--- src/rtl/spr_pkg.sv ---
// Shared definitions for the SPR address generator: widths, SPR indices,
// addressing-mode encodings, FSM states and small mode-decode helpers.
package spr_pkg;

    localparam int SPR_DATA_W = 16;
    localparam int SPR_ADDR_W = 4;
    localparam int SPR_STEP   = 2;

    typedef enum logic [3:0] {
        SPR_ZERO  = 4'd0,
        SPR_AR    = 4'd1,
        SPR_BR    = 4'd2,
        SPR_IR    = 4'd3,
        SPR_SP    = 4'd4,
        SPR_BP    = 4'd5,
        SPR_DR    = 4'd6,
        SPR_SPARE = 4'd7
    } spr_idx_t;

    typedef enum logic [2:0] {
        MODE_ABS         = 3'd0,
        MODE_AR          = 3'd1,
        MODE_BASE_IDX    = 3'd2,
        MODE_BP_REL      = 3'd3,
        MODE_PUSH        = 3'd4,
        MODE_POP         = 3'd5,
        MODE_IDX_POSTINC = 3'd6,
        MODE_RSVD        = 3'd7
    } mode_t;

    typedef enum logic [2:0] {
        S_IDLE,
        S_RDA,
        S_RDB,
        S_CALC,
        S_WB,
        S_RESP
    } state_t;

    // Modes that resolve without touching the SPR file at all.
    function automatic logic mode_no_access(mode_t m);
        return (m == MODE_ABS) || (m == MODE_RSVD);
    endfunction

    function automatic logic mode_two_reg(mode_t m);
        return (m == MODE_BASE_IDX) || (m == MODE_IDX_POSTINC);
    endfunction

    function automatic logic mode_writes(mode_t m);
        return (m == MODE_PUSH) || (m == MODE_POP) || (m == MODE_IDX_POSTINC);
    endfunction

    function automatic spr_idx_t first_index(mode_t m);
        case (m)
            MODE_AR:                      return SPR_AR;
            MODE_BASE_IDX,
            MODE_IDX_POSTINC:             return SPR_BR;
            MODE_BP_REL:                  return SPR_BP;
            MODE_PUSH, MODE_POP:          return SPR_SP;
            default:                      return SPR_ZERO;
        endcase
    endfunction

endpackage

--- src/rtl/spr_agu_calc.sv ---
// Combinational effective-address adder: op_a + op_b + disp/step, plus the
// updated SP/IR value that gets written back for stack and post-increment modes.
module spr_agu_calc
    import spr_pkg::*;
#(
    parameter int DATA_W = SPR_DATA_W,
    parameter int STEP   = SPR_STEP
) (
    input  mode_t             mode,
    input  logic [DATA_W-1:0] op_a,
    input  logic [DATA_W-1:0] op_b,
    input  logic [DATA_W-1:0] disp,
    output logic [DATA_W-1:0] ea,
    output logic [DATA_W-1:0] new_val
);

    logic [DATA_W-1:0] step;
    logic [DATA_W-1:0] add_b;
    logic [DATA_W-1:0] add_d;
    logic [DATA_W-1:0] sum;

    assign step = DATA_W'(STEP);

    // PUSH pre-decrements so its address and its new SP are the same sum.
    always_comb begin
        add_b   = '0;
        add_d   = '0;
        new_val = '0;
        case (mode)
            MODE_ABS, MODE_AR, MODE_BP_REL: add_d = disp;
            MODE_BASE_IDX: begin
                add_b = op_b;
                add_d = disp;
            end
            MODE_PUSH:        add_d = -step;
            MODE_IDX_POSTINC: add_b = op_b;
            default:          add_d = '0;
        endcase
        sum = op_a + add_b + add_d;
        ea  = sum;
        case (mode)
            MODE_PUSH:        new_val = sum;
            MODE_POP:         new_val = op_a + step;
            MODE_IDX_POSTINC: new_val = op_b + step;
            default:          new_val = '0;
        endcase
    end

endmodule

--- src/rtl/spr_address_generator.sv ---
// SPR-port initiator: reads base/index registers, forms a 16-bit effective
// address and writes back SP/IR for stack and post-increment modes.
module spr_address_generator
    import spr_pkg::*;
#(
    parameter int DATA_W = SPR_DATA_W,
    parameter int ADDR_W = SPR_ADDR_W,
    parameter int STEP   = SPR_STEP
) (
    input  logic              clk,
    input  logic              reset,
    input  logic              req_valid,
    output logic              req_ready,
    input  logic [2:0]        req_mode,
    input  logic [DATA_W-1:0] req_disp,
    output logic              resp_valid,
    input  logic              resp_ready,
    output logic [DATA_W-1:0] resp_ea,
    output logic              resp_err,
    output logic              spr_rd_en,
    output logic [ADDR_W-1:0] spr_rd_addr,
    input  logic [DATA_W-1:0] spr_rd_data,
    output logic              spr_wr_en,
    output logic [ADDR_W-1:0] spr_wr_addr,
    output logic [DATA_W-1:0] spr_wr_data
);

    state_t            state, state_next;
    mode_t             mode_q, req_mode_e;
    logic [DATA_W-1:0] disp_q, op_a_q, op_b, ea_q, new_q;
    logic              err_q;
    logic [DATA_W-1:0] calc_ea, calc_new;

    assign req_mode_e = mode_t'(req_mode);

    // Second operand only exists for the two-register modes; mask stale read data otherwise.
    assign op_b = mode_two_reg(mode_q) ? spr_rd_data : '0;

    spr_agu_calc #(
        .DATA_W (DATA_W),
        .STEP   (STEP)
    ) u_calc (
        .mode    (mode_q),
        .op_a    (op_a_q),
        .op_b    (op_b),
        .disp    (disp_q),
        .ea      (calc_ea),
        .new_val (calc_new)
    );

    always_ff @(posedge clk) begin
        if (reset) state <= S_IDLE;
        else       state <= state_next;
    end

    always_comb begin
        state_next  = state;
        req_ready   = 1'b0;
        resp_valid  = 1'b0;
        resp_ea     = '0;
        resp_err    = 1'b0;
        spr_rd_en   = 1'b0;
        spr_rd_addr = '0;
        spr_wr_en   = 1'b0;
        spr_wr_addr = '0;
        spr_wr_data = '0;
        case (state)
            S_IDLE: begin
                req_ready = 1'b1;
                if (req_valid)
                    state_next = mode_no_access(req_mode_e) ? S_RESP : S_RDA;
            end
            S_RDA: begin
                spr_rd_en   = 1'b1;
                spr_rd_addr = ADDR_W'(first_index(mode_q));
                state_next  = S_RDB;
            end
            S_RDB: begin
                if (mode_two_reg(mode_q)) begin
                    spr_rd_en   = 1'b1;
                    spr_rd_addr = ADDR_W'(SPR_IR);
                end
                state_next = S_CALC;
            end
            S_CALC: begin
                state_next = mode_writes(mode_q) ? S_WB : S_RESP;
            end
            S_WB: begin
                spr_wr_en   = 1'b1;
                spr_wr_addr = (mode_q == MODE_IDX_POSTINC) ? ADDR_W'(SPR_IR) : ADDR_W'(SPR_SP);
                spr_wr_data = new_q;
                state_next  = S_RESP;
            end
            S_RESP: begin
                resp_valid = 1'b1;
                resp_ea    = ea_q;
                resp_err   = err_q;
                if (resp_ready) state_next = S_IDLE;
            end
            default: state_next = S_IDLE;
        endcase
    end

    // ABS and reserved results are known at accept time, so they bypass the read pipeline.
    always_ff @(posedge clk) begin
        if (reset) begin
            mode_q <= MODE_ABS;
            disp_q <= '0;
            op_a_q <= '0;
            ea_q   <= '0;
            new_q  <= '0;
            err_q  <= 1'b0;
        end else begin
            case (state)
                S_IDLE: begin
                    if (req_valid) begin
                        mode_q <= req_mode_e;
                        disp_q <= req_disp;
                        ea_q   <= (req_mode_e == MODE_ABS) ? req_disp : '0;
                        err_q  <= (req_mode_e == MODE_RSVD);
                    end
                end
                S_RDB:  op_a_q <= spr_rd_data;
                S_CALC: begin
                    ea_q  <= calc_ea;
                    new_q <= calc_new;
                end
                default: ;
            endcase
        end
    end

endmodule

--- config.mk ---
export PLATFORM = sky130hd
export DESIGN_NAME = spr_address_generator
export DESIGN_NICKNAME = d
export VERILOG_FILES = /design/src/rtl/spr_pkg.sv /design/src/rtl/spr_agu_calc.sv /design/src/rtl/spr_address_generator.sv
export SDC_FILE = /design/constraint.sdc
export NUM_CORES = 1
export LEC_CHECK = 0
export BUFFER_PORTS_ARGS = -buffer_cell sky130_fd_sc_hd__buf_2
export CORE_ASPECT_RATIO = 0.5
export CORE_UTILIZATION = 40
export CTS_CLUSTER_SIZE = 30
export DETAILED_ROUTE_END_ITERATION = 16
export PLACE_DENSITY = 0.67
export SETUP_SLACK_MARGIN = 0.2
export SLEW_MARGIN = 20
export SYNTH_ARGS = -nofsm -noshare
export SYNTH_HDL_FRONTEND = slang
export SYNTH_HIERARCHICAL = 1
export SYNTH_SLANG_ARGS = --single-unit
--- constraint.sdc ---
create_clock -name clk -period 8.4 [get_ports clk]
set_input_delay 0.42 -clock clk [delete_from_list [all_inputs] [get_ports clk]]
set_output_delay 0.42 -clock clk [all_outputs]
set_load 0.02 [all_outputs]
# Word level (Yosys, flattened, before mapping)
# Cells that the tools add are included.
dict set report word_totals {
  reg_bits 71
  in_bits 39
  output_inout_bits 45
  word_cells 64
}
dict set report classes {
  n_addsub 4
  n_eq_ne 14
  n_mux 25
  n_reduce_logical 14
}
# op count
set ops {}
lappend ops {{16-bit 2-to-1 mux} 6}
lappend ops {{16-bit one-hot mux with 2 select lines} 2}
lappend ops {{16-bit one-hot mux with 3 select lines} 1}
lappend ops {{16-bit adder} 2}
lappend ops {{16-bit by 2-bit adder with 16-bit output (second input constant)} 2}
lappend ops {{3-bit == test (second input constant)} 6}
lappend ops {{3-bit one-hot mux with 6 select lines} 1}
lappend ops {{3-bit 2-to-1 mux} 5}
lappend ops {{3-bit by 2-bit == test with 1-bit output (second input constant)} 4}
lappend ops {{3-bit one-hot mux with 4 select lines} 1}
lappend ops {{3-bit logical NOT} 3}
lappend ops {{3-bit by 1-bit == test with 1-bit output (second input constant)} 2}
lappend ops {{1-bit 2-to-1 mux} 6}
lappend ops {{3-bit one-hot mux with 2 select lines} 1}
lappend ops {{2-bit AND reduction} 3}
lappend ops {{1-bit logical OR} 4}
lappend ops {{2-bit inequality test (second input constant)} 2}
lappend ops {{2-bit OR reduction} 2}
lappend ops {{4-bit OR reduction} 1}
lappend ops {{2-bit 2-to-1 mux} 1}
lappend ops {{1-bit one-hot mux with 2 select lines} 1}
lappend ops {{2-bit nonzero test} 1}

# Longest topological paths before layout
# Gate-level depths: netlist of the first run.
dict set report depth {
  depth_word 7
  depth_mapped 17
  ltp_nobuf 17
}

# Cells and area by module
# Netlist of the first run, hierarchy kept.
# module n_inst cells_per_inst area_each_um2 seq_area_each_um2
set by_module_without_submodules {}
lappend by_module_without_submodules {spr_address_generator 1 416 3273.1 1421.4}
lappend by_module_without_submodules {spr_agu_calc 1 294 2152.1 0.0}

# Worst setup path after synthesis of the first run
# Ideal clock, no wire load.
dict set report synth_timing {
  path_type {register to register}
  start {register mode_q[2]}
  end {register new_q[14]}
  setup_ns 0.132
  t_arrival_ns 3.833
  t_required_ns 8.268
  path_slack_ns 4.435
  stages_incl_launch_ff 16
  path_buffers 2
  period_less_slack_ns 3.965
  path_cell_list {dfxtp_1 -> buf_2 -> inv_2 -> nor3_2 -> clkbuf_1 -> a21o_1 -> fa_1 -> ha_1 -> and2_4 -> a41o_1 -> a221o_1 -> a221o_1 -> xor2_1 -> a22o_1 -> nand2_1 -> a21oi_1}
}
dict set report synth_via {
  elab_chain_cells 7
  word_cells_on_any_way 17
  cone_classes {3 x add/sub; 6 x eq/ne; 4 x mux; 4 x reduce/logical}
}
# item line
set synth_lines {}
lappend synth_lines {{start: declaration} spr_address_generator.sv:29} ;# mode_t mode_q, req_mode_e;
lappend synth_lines {{start signal: assignment} spr_address_generator.sv:117} ;# mode_q <= req_mode_e;
lappend synth_lines {{3-bit by 2-bit == test with 1-bit output / 3-bit == test (equally long branches)} {spr_pkg.sv:46, spr_agu_calc.sv:29}}
lappend synth_lines {{1-bit logical OR} spr_pkg.sv:46} ;# return (m == MODE_BASE_IDX) || (m == MODE_IDX_POSTINC);
lappend synth_lines {{16-bit 2-to-1 mux} spr_address_generator.sv:37} ;# assign op_b = mode_two_reg(mode_q) ? spr_rd_data : '0;
lappend synth_lines {{16-bit 2-to-1 mux} spr_agu_calc.sv:29} ;# case (mode)
lappend synth_lines {{16-bit adder} spr_agu_calc.sv:39} ;# sum = op_a + add_b + add_d;
lappend synth_lines {{16-bit adder (*)} spr_agu_calc.sv:39}
lappend synth_lines {{net calc_ea[14]} spr_address_generator.sv:32} ;# logic [DATA_W-1:0] calc_ea, calc_new;
lappend synth_lines {{16-bit one-hot mux with 3 select lines (*)} spr_agu_calc.sv:41} ;# case (mode)
lappend synth_lines {{net calc_new[14]} spr_address_generator.sv:32}
lappend synth_lines {{end signal: assignment} spr_address_generator.sv:126} ;# new_q <= calc_new;
lappend synth_lines {{end: declaration} spr_address_generator.sv:30} ;# logic [DATA_W-1:0] disp_q, op_a_q, op_b, ea_q, new_q;
# The timed path passes the listed nets; every way through them passes the cells marked *.
# A chain may end at the register's enable or synchronous reset.

# Worst setup path in the final report of the first run
dict set report layout_timing {
  start {register mode_q[1]}
  end {register new_q[14]}
}
dict set report layout_via {
  elab_chain_cells 7
  word_cells_on_any_way 17
  cone_classes {3 x add/sub; 6 x eq/ne; 4 x mux; 4 x reduce/logical}
}
# item line
set layout_lines {}
lappend layout_lines {{3-bit by 2-bit == test with 1-bit output / 3-bit == test (equally long branches)} spr_pkg.sv:46}
lappend layout_lines {{1-bit logical OR (*)} spr_pkg.sv:46}
lappend layout_lines {{16-bit 2-to-1 mux (*)} spr_address_generator.sv:37}
lappend layout_lines {{net op_b[10]} spr_address_generator.sv:30}
lappend layout_lines {{16-bit 2-to-1 mux (*)} spr_agu_calc.sv:29}
lappend layout_lines {{16-bit adder (*) (2 in a row)} spr_agu_calc.sv:39}
lappend layout_lines {{net calc_ea[14]} spr_address_generator.sv:32}
lappend layout_lines {{16-bit one-hot mux with 3 select lines (*)} spr_agu_calc.sv:41}
lappend layout_lines {{net calc_new[14]} spr_address_generator.sv:32}
# Marks and branches as above.

==> run summary, run 1 <==
Outcome: finished clean
H-tree depth: 3
Worst vdd ir: 78.16 uV
Relative slew margins: 26.96%
Post-Synth Adder-Cell Area: 9.363%
GP Congestion: 0.9671
Largest net degree at the start of global routing: 72
Clk sink count: 71
Most frequent cell after synthesis: nand2_1
Unrepaired setup endpoints after global routing: false
Synth Register Bits: 71
CTS hold repair buffers: 0
Least-Margin Pin Slew: 1092 ps
Vias in the first global route: 4828
Setup TNS: 0 ps
Leak: 0.002679 uW
Synth Area in Compound Gates: 22.58%
Max Clock Skew: 6.333 ps
Drt first pass iters: 5
Nature of the critical path startpoint: flop
Ratio of cells with drive above 1 in the final layout: 17.74%
F_max: 201.5 MHz
Top area cells in the synthesized netlist: dfxtp_1, nand2_1, a21oi_1
Vias: 5228
Warnings, synthesis: 6
Crit Path Max Fanout: 18
Num rows: 29
Post-route cell area: 6153 um2
Top FF cell, synth: dfxtp_1
Net Switching: 379.3 uW
Final period util: 59.08%
Dpl cell area: 5821 um2
Reg2reg setup slack: 3440 ps
Die Area: 14060 um2
DRT antenna net count: 0
Clock tree from TritonCTS: done
Final Non-Filler Cells: 931
Reg area: 1421 um2
# Post-CTS Setup Buffers: 0
First-pass GRT wire length: 27.30 mm
CTS max path bufs: 2
Post-Syn Instances: 710
Nets: 827
Sequential Power Share: 35.9%
I/O pin cnt: 84
Minimum clock period: 4963 ps
Clk network pwr share: 37.7%
Syn Area/Cell: 7.641 um2
Die height: 84.35 um
Hold Vio Cnt, Final: 0
Clock Tree Root: clkbuf_16
Top cells by count, synth: nand2_1, a21oi_1, dfxtp_1
Class of the worst hold path: in2reg
Core ar.: 12950 um2
Worst Path Required: 8580 ps
Cell Pwr Density: 181.9 nW/um2
EDFF count, synth: 0
R2R depth: 14
Sequential area share after synthesis: 26.20%
Multiplexer share of the synthesized area: 2.629%
Number of port buffers: 81
Layout area overhead: 13.42%
Synthesized area: 5425 um2
Critical Path AT: 5150 ps
Overflow after GRT: 0
Dpl hpwl: 13.31 mm
Number of buffers created by CTS: 9
Internal: 740.2 uW
Die extent in x: 166.7 um
Cells after DPL: 916
Kind of critical path: reg2reg
Xor and xnor fraction of the mapped netlist area: 4.036%
Antenna cell count: 0
Worst r2r src: mode_q[1]$_SDFFE_PP0P_
Drt first-iter violations: 516
Total global-route track usage: 25.21%
Switching Fraction: 33.88%
Via density: 5.615
Antenna violations before repair: 0
Post-CTS resize count: 0
Post-DR wirelength/cell: 18.48 um
Main combinational cell family by area after synthesis: simple AND/OR/NAND/NOR gates
Drc violations: 0
DRT Wirelength: 17.21 mm
Footprint of the multi-input gates: 3677 um2
R2R Path End: new_q[14]$_SDFFE_PP0P_
Clock slew at reported path FFs: 60 ps
Synth area leader: dfxtp_1
Max_cap viols: 0
Share of the synthesized area in the top cell type: 26.20%
Simple-gate area share of the yosys netlist: 28.69%
Slew Viols, Final: 0
Share of flip-flops with an asynchronous set or reset: 0%
Fillcell total: 1288
Logic pwr share: 26.4%
Min-Delay Path Depth: 3
Crit end category: flop
Initial core utilization: 41.88%
Final setup fails: 0
Clock latency on the worst-skew pair: 340 ps
Worst Hold Path EP: op_a_q[2]$_SDFFE_PP0N_
HP Start: spr_rd_data[2]
Post-synthesis cell type count: 66
final cells by class:
class / instances / area share, %
multi-input combinational: 571 / 59.76
clock buffer: 10 / 3.884
clock inverter: 5 / 1.322
timing repair buffer: 89 / 7.564
sequential: 71 / 23.10
tap: 170 / 3.457
inverter: 15 / 0.9150
routing by layer:
| metal | vias to the layer above | track usage, % | share of wire, % | routed length [um] |
|---|---|---|---|---|
| met4 | 0 | 4.293 | 0.97 | 167 |
| met2 | 217 | 33.31 | 38 | 6459 |
| li1 | 2525 | - | - | - |
| met5 | - | 0 | 0 | 0 |
| met1 | 2471 | 39.16 | 52 | 8950 |
| met3 | 15 | 7.732 | 9.5 | 1632 |
power groups by stage:
stage / combinational, uW / clock, uW / sequential [uW]
after CTS: 290 / 427 / 400
final: 296 / 422 / 402
after detailed placement: 288 / 0 / 407
after floorplan: 229 / 0 / 387
after global placement: 285 / 0 / 406
after global routing: 325 / 443 / 406
worst max-delay path by stage:
stage,from,to,depth (start not counted)
floorplan,mode_q[2]$_SDFFE_PP0P_,new_q[14]$_SDFFE_PP0P_,15
global placement,mode_q[1]$_SDFFE_PP0P_,new_q[14]$_SDFFE_PP0P_,14
detailed placement,mode_q[1]$_SDFFE_PP0P_,new_q[14]$_SDFFE_PP0P_,14
CTS,mode_q[1]$_SDFFE_PP0P_,new_q[14]$_SDFFE_PP0P_,14
global route,mode_q[1]$_SDFFE_PP0P_,ea_q[14]$_SDFFE_PP0P_,13
finish,mode_q[1]$_SDFFE_PP0P_,new_q[14]$_SDFFE_PP0P_,14
sequential cells by signal (all words and copies together), names as in the netlist:
signal and flops:
mode_q 3, state 3, ea_q 16, new_q 16, err_q 1, disp_q 16, op_a_q 16
logic make-up (layout without fill, tap and decap cells):
logic type	count (synthesis)	after routing
flops	71	71
mux	14	14
xor+xnor	25	25
simple gates	322	322
buf+inv	69	119
compound gates	177	177
other cells	1	2
fa+ha+maj	31	31
worst max-delay path, cell delays in order, from the launching register on:
cell     delay [ps]
dfxtp_1         640
inv_1           160
nor2_1          850
and2_1          290
and2_1          160
fa_1            430
ha_1            400
a21oi_1         460
nand2_1         110
a221o_1         390
a221o_1         380
xor2_1          170
a22o_1          250
nand2_1          60
a21oi_1          60
placed cells by master, fill, tap and decap left out, drive strengths merged, types with 3 or more instances in the layout:
cell,count
xnor2,14
buf,89
inv,16
a21oi,86
o211ai,4
nand3,17
nand2,167
a311oi,16
mux2i,12
fa,16
clkbuf,10
and3b,3
nand3b,4
ha,15
or3,3
xor2,11
and2,68
a22o,5
dfxtp,71
o21a,3
nor2,25
nor3,12
o221ai,4
nand2b,3
o21ai,18
nor3b,4
a21o,19
nor2b,3
through the flow:
| step | setup WS (ps) | hold slack (ps) | power, uW | util [%] |
|---|---|---|---|---|
| after floorplan | 4435 | 431.7 | 615.9 | - |
| after global placement | 3699 | 440.2 | 691.9 | 44.93 |
| after detailed placement | 3568 | 443.2 | 695.2 | 44.93 |
| after CTS | 3559 | 316.0 | 1117 | 47.41 |
| after global routing | 3088 | 342.2 | 1175 | 47.50 |
| final | 3437 | 325.4 | 1119 | 47.50 |
(Power assumes the default switching activity.)
==> inputs of run 2 (changes only) <==
--- a/config.mk
+++ b/config.mk
@@ -10,7 +10,7 @@
 export CORE_UTILIZATION = 40
 export CTS_CLUSTER_SIZE = 30
 export DETAILED_ROUTE_END_ITERATION = 16
-export PLACE_DENSITY = 0.67
+export PLACE_DENSITY = 0.69
 export SETUP_SLACK_MARGIN = 0.2
 export SLEW_MARGIN = 20
 export SYNTH_ARGS = -nofsm -noshare
==> constraint.sdc (replaced) <==
create_clock -name clk -period 4.3 [get_ports clk]
set_input_delay 0.215 -clock clk [delete_from_list [all_inputs] [get_ports clk]]
set_output_delay 0.215 -clock clk [all_outputs]
set_load 0.02 [all_outputs]
==> run 2 against run 1 <==
Sequential power grew 92%. Clock power grew 72%. Global-route usage shrank 0.42 points. Count of clock-buffer cells in the layout unchanged. Combinational power up 110%. Sequential cell count unchanged. Fmax grew 29%. Non-clock buffer count is 8 higher. Die area did not move.
==> run summary, run 2 (synthesis results as in run 1) <==
Outcome: finished clean (unchanged)
Least-Margin Pin Slew: 804.0 ps (was 1092 ps)
Via density: 5.612 (was 5.615)
Setup TNS: 0 ps (unchanged)
Clock tree from TritonCTS: done (unchanged)
Leak: 0.002701 uW (was 0.002679 uW)
Kind of critical path: reg2reg (unchanged)
Clk sink count: 71 (unchanged)
Clock latency on the worst-skew pair: 350 ps (was 340 ps)
GP Congestion: 0.9812 (was 0.9671)
Core ar.: 12950 um2 (unchanged)
Cell Pwr Density: 339.7 nW/um2 (was 181.9 nW/um2)
Worst Path Required: 4500 ps (was 8580 ps)
Drt first pass iters: 5 (unchanged)
Class of the worst hold path: in2reg (unchanged)
Die Area: 14060 um2 (unchanged)
Hold Vio Cnt, Final: 0 (unchanged)
Nature of the critical path startpoint: flop (unchanged)
Relative slew margins: 46.40% (was 26.96%)
Die extent in x: 166.7 um (unchanged)
Slew Viols, Final: 0 (unchanged)
Vias in the first global route: 4879 (was 4828)
DRT antenna net count: 0 (unchanged)
Total global-route track usage: 24.79% (was 25.21%)
Crit Path Max Fanout: 14 (was 18)
Max Clock Skew: 6.336 ps (was 6.333 ps)
CTS hold repair buffers: 0 (unchanged)
Number of buffers created by CTS: 9 (unchanged)
Fillcell total: 1274 (was 1288)
F_max: 259.0 MHz (was 201.5 MHz)
Clock Tree Root: clkbuf_16 (unchanged)
Final period util: 89.78% (was 59.08%)
Drc violations: 0 (unchanged)
Cells after DPL: 924 (was 916)
I/O pin cnt: 84 (unchanged)
Die height: 84.35 um (unchanged)
Ratio of cells with drive above 1 in the final layout: 19.09% (was 17.74%)
Crit end category: flop (unchanged)
Overflow after GRT: 0 (unchanged)
Antenna violations before repair: 0 (unchanged)
Initial core utilization: 41.88% (unchanged)
Critical Path AT: 4060 ps (was 5150 ps)
Layout area overhead: 14.16% (was 13.42%)
Worst vdd ir: 174.0 uV (was 78.16 uV)
Antenna cell count: 0 (unchanged)
Dpl cell area: 5881 um2 (was 5821 um2)
Drt first-iter violations: 446 (was 516)
DRT Wirelength: 16.88 mm (was 17.21 mm)
Vias: 5275 (was 5228)
Most common cell after layout, fill and taps aside: nand2_1 (unchanged)
Unrepaired setup endpoints after global routing: false (unchanged)
Nets: 835 (was 827)
Dpl hpwl: 12.97 mm (was 13.31 mm)
Overall Power: 2104 uW (was 1119 uW)
CTS max path bufs: 2 (unchanged)
Commonest non-fill, non-tap cells in the layout: nand2_1, a21oi_1, buf_2 (unchanged)
Max_cap viols: 0 (unchanged)
Final setup fails: 0 (unchanged)
Num rows: 29 (unchanged)
Post-route cell area: 6193 um2 (was 6153 um2)
Final Non-Filler Cells: 940 (was 931)
Largest net degree at the start of global routing: 53 (was 72)
H-tree depth: 3 (unchanged)
First-pass GRT wire length: 26.75 mm (was 27.30 mm)
# Post-CTS Setup Buffers: 0 (unchanged)
Util after Layout: 47.81% (was 47.50%)
Clock slew at reported path FFs: 60 ps (about the same)
Number of port buffers: 81 (unchanged)
Post-DR wirelength/cell: 17.96 um (was 18.48 um)
Minimum clock period: 3860 ps (was 4963 ps)
==> run 2: per-stage QoR <==
stage / hold WS (ps) / setup WS, ps
after floorplan: 351.0 / 335.2
after global placement: 440.0 / 466.7
after detailed placement: 442.2 / 406.9
after CTS: 104.0 / 390.0
after global routing: 123.7 / 220.4
final: 110.2 / 439.6
==> run 2: layout make-up <==
class	instances	area, um2	share of cell area [%]
well taps	170	212.7	3.434
repair buffers	97	525.5	8.485
clock buffers	10	239.0	3.859
flip-flops and latches	71	1421	22.95
inverters	15	56.30	0.9091
multi-input cells	571	3695	59.66
clock inverters	6	43.79	0.7071
==> run 2: path summary, 6_finish.rpt <==
| check | from | endpoint | slack (ps) | cells past startpoint |
|---|---|---|---|---|
| setup / recovery | mode_q[1]$_SDFFE_PP0P_ | new_q[14]$_SDFFE_PP0P_ | 440 | 14 |
| hold / removal | spr_rd_data[4] | op_a_q[4]$_SDFFE_PP0N_ | 110 | 3 |
| setup reg to reg | mode_q[1]$_SDFFE_PP0P_ | new_q[14]$_SDFFE_PP0P_ | 440 | 14 |
| hold reg to reg | new_q[2]$_SDFFE_PP0P_ | new_q[2]$_SDFFE_PP0P_ | 450 | 2 |
==> run 2: report_power, final <==
part / internal (uW) / switching [uW] / total (uW)
Combinational: 222 / 387 / 609
Sequential: 712 / 58.2 / 770
Clock: 407 / 317 / 724
Total: 1340 / 763 / 2100
==> run 2: metal layers <==
metal	vias up	global-route usage, %	share of wire, %
met2	180	35.98	40
met4	0	7.576	2.1
li1	2549	-	-
met1	2523	35.60	50
met5	-	0	0
met3	23	6.506	7.7
==> run 2: critical path: stages, from the launching register on <==
cell and delay (ps):
dfxtp_1 410, buf_4 220, nor2b_1 190, buf_4 220, and2_1 170, fa_1 420, ha_1 400, and2_4 190
a41o_1 230, a221o_1 390, a221o_1 370, xor2_1 160, a22o_1 230, nand2_1 50, a21oi_1 70
==> run 2: repair_timing <==
action / CTS / global route
gates resized for setup: 0 / 3
hold endpoints to repair: 0 / 0
endpoints found under the setup margin: 0 / 3
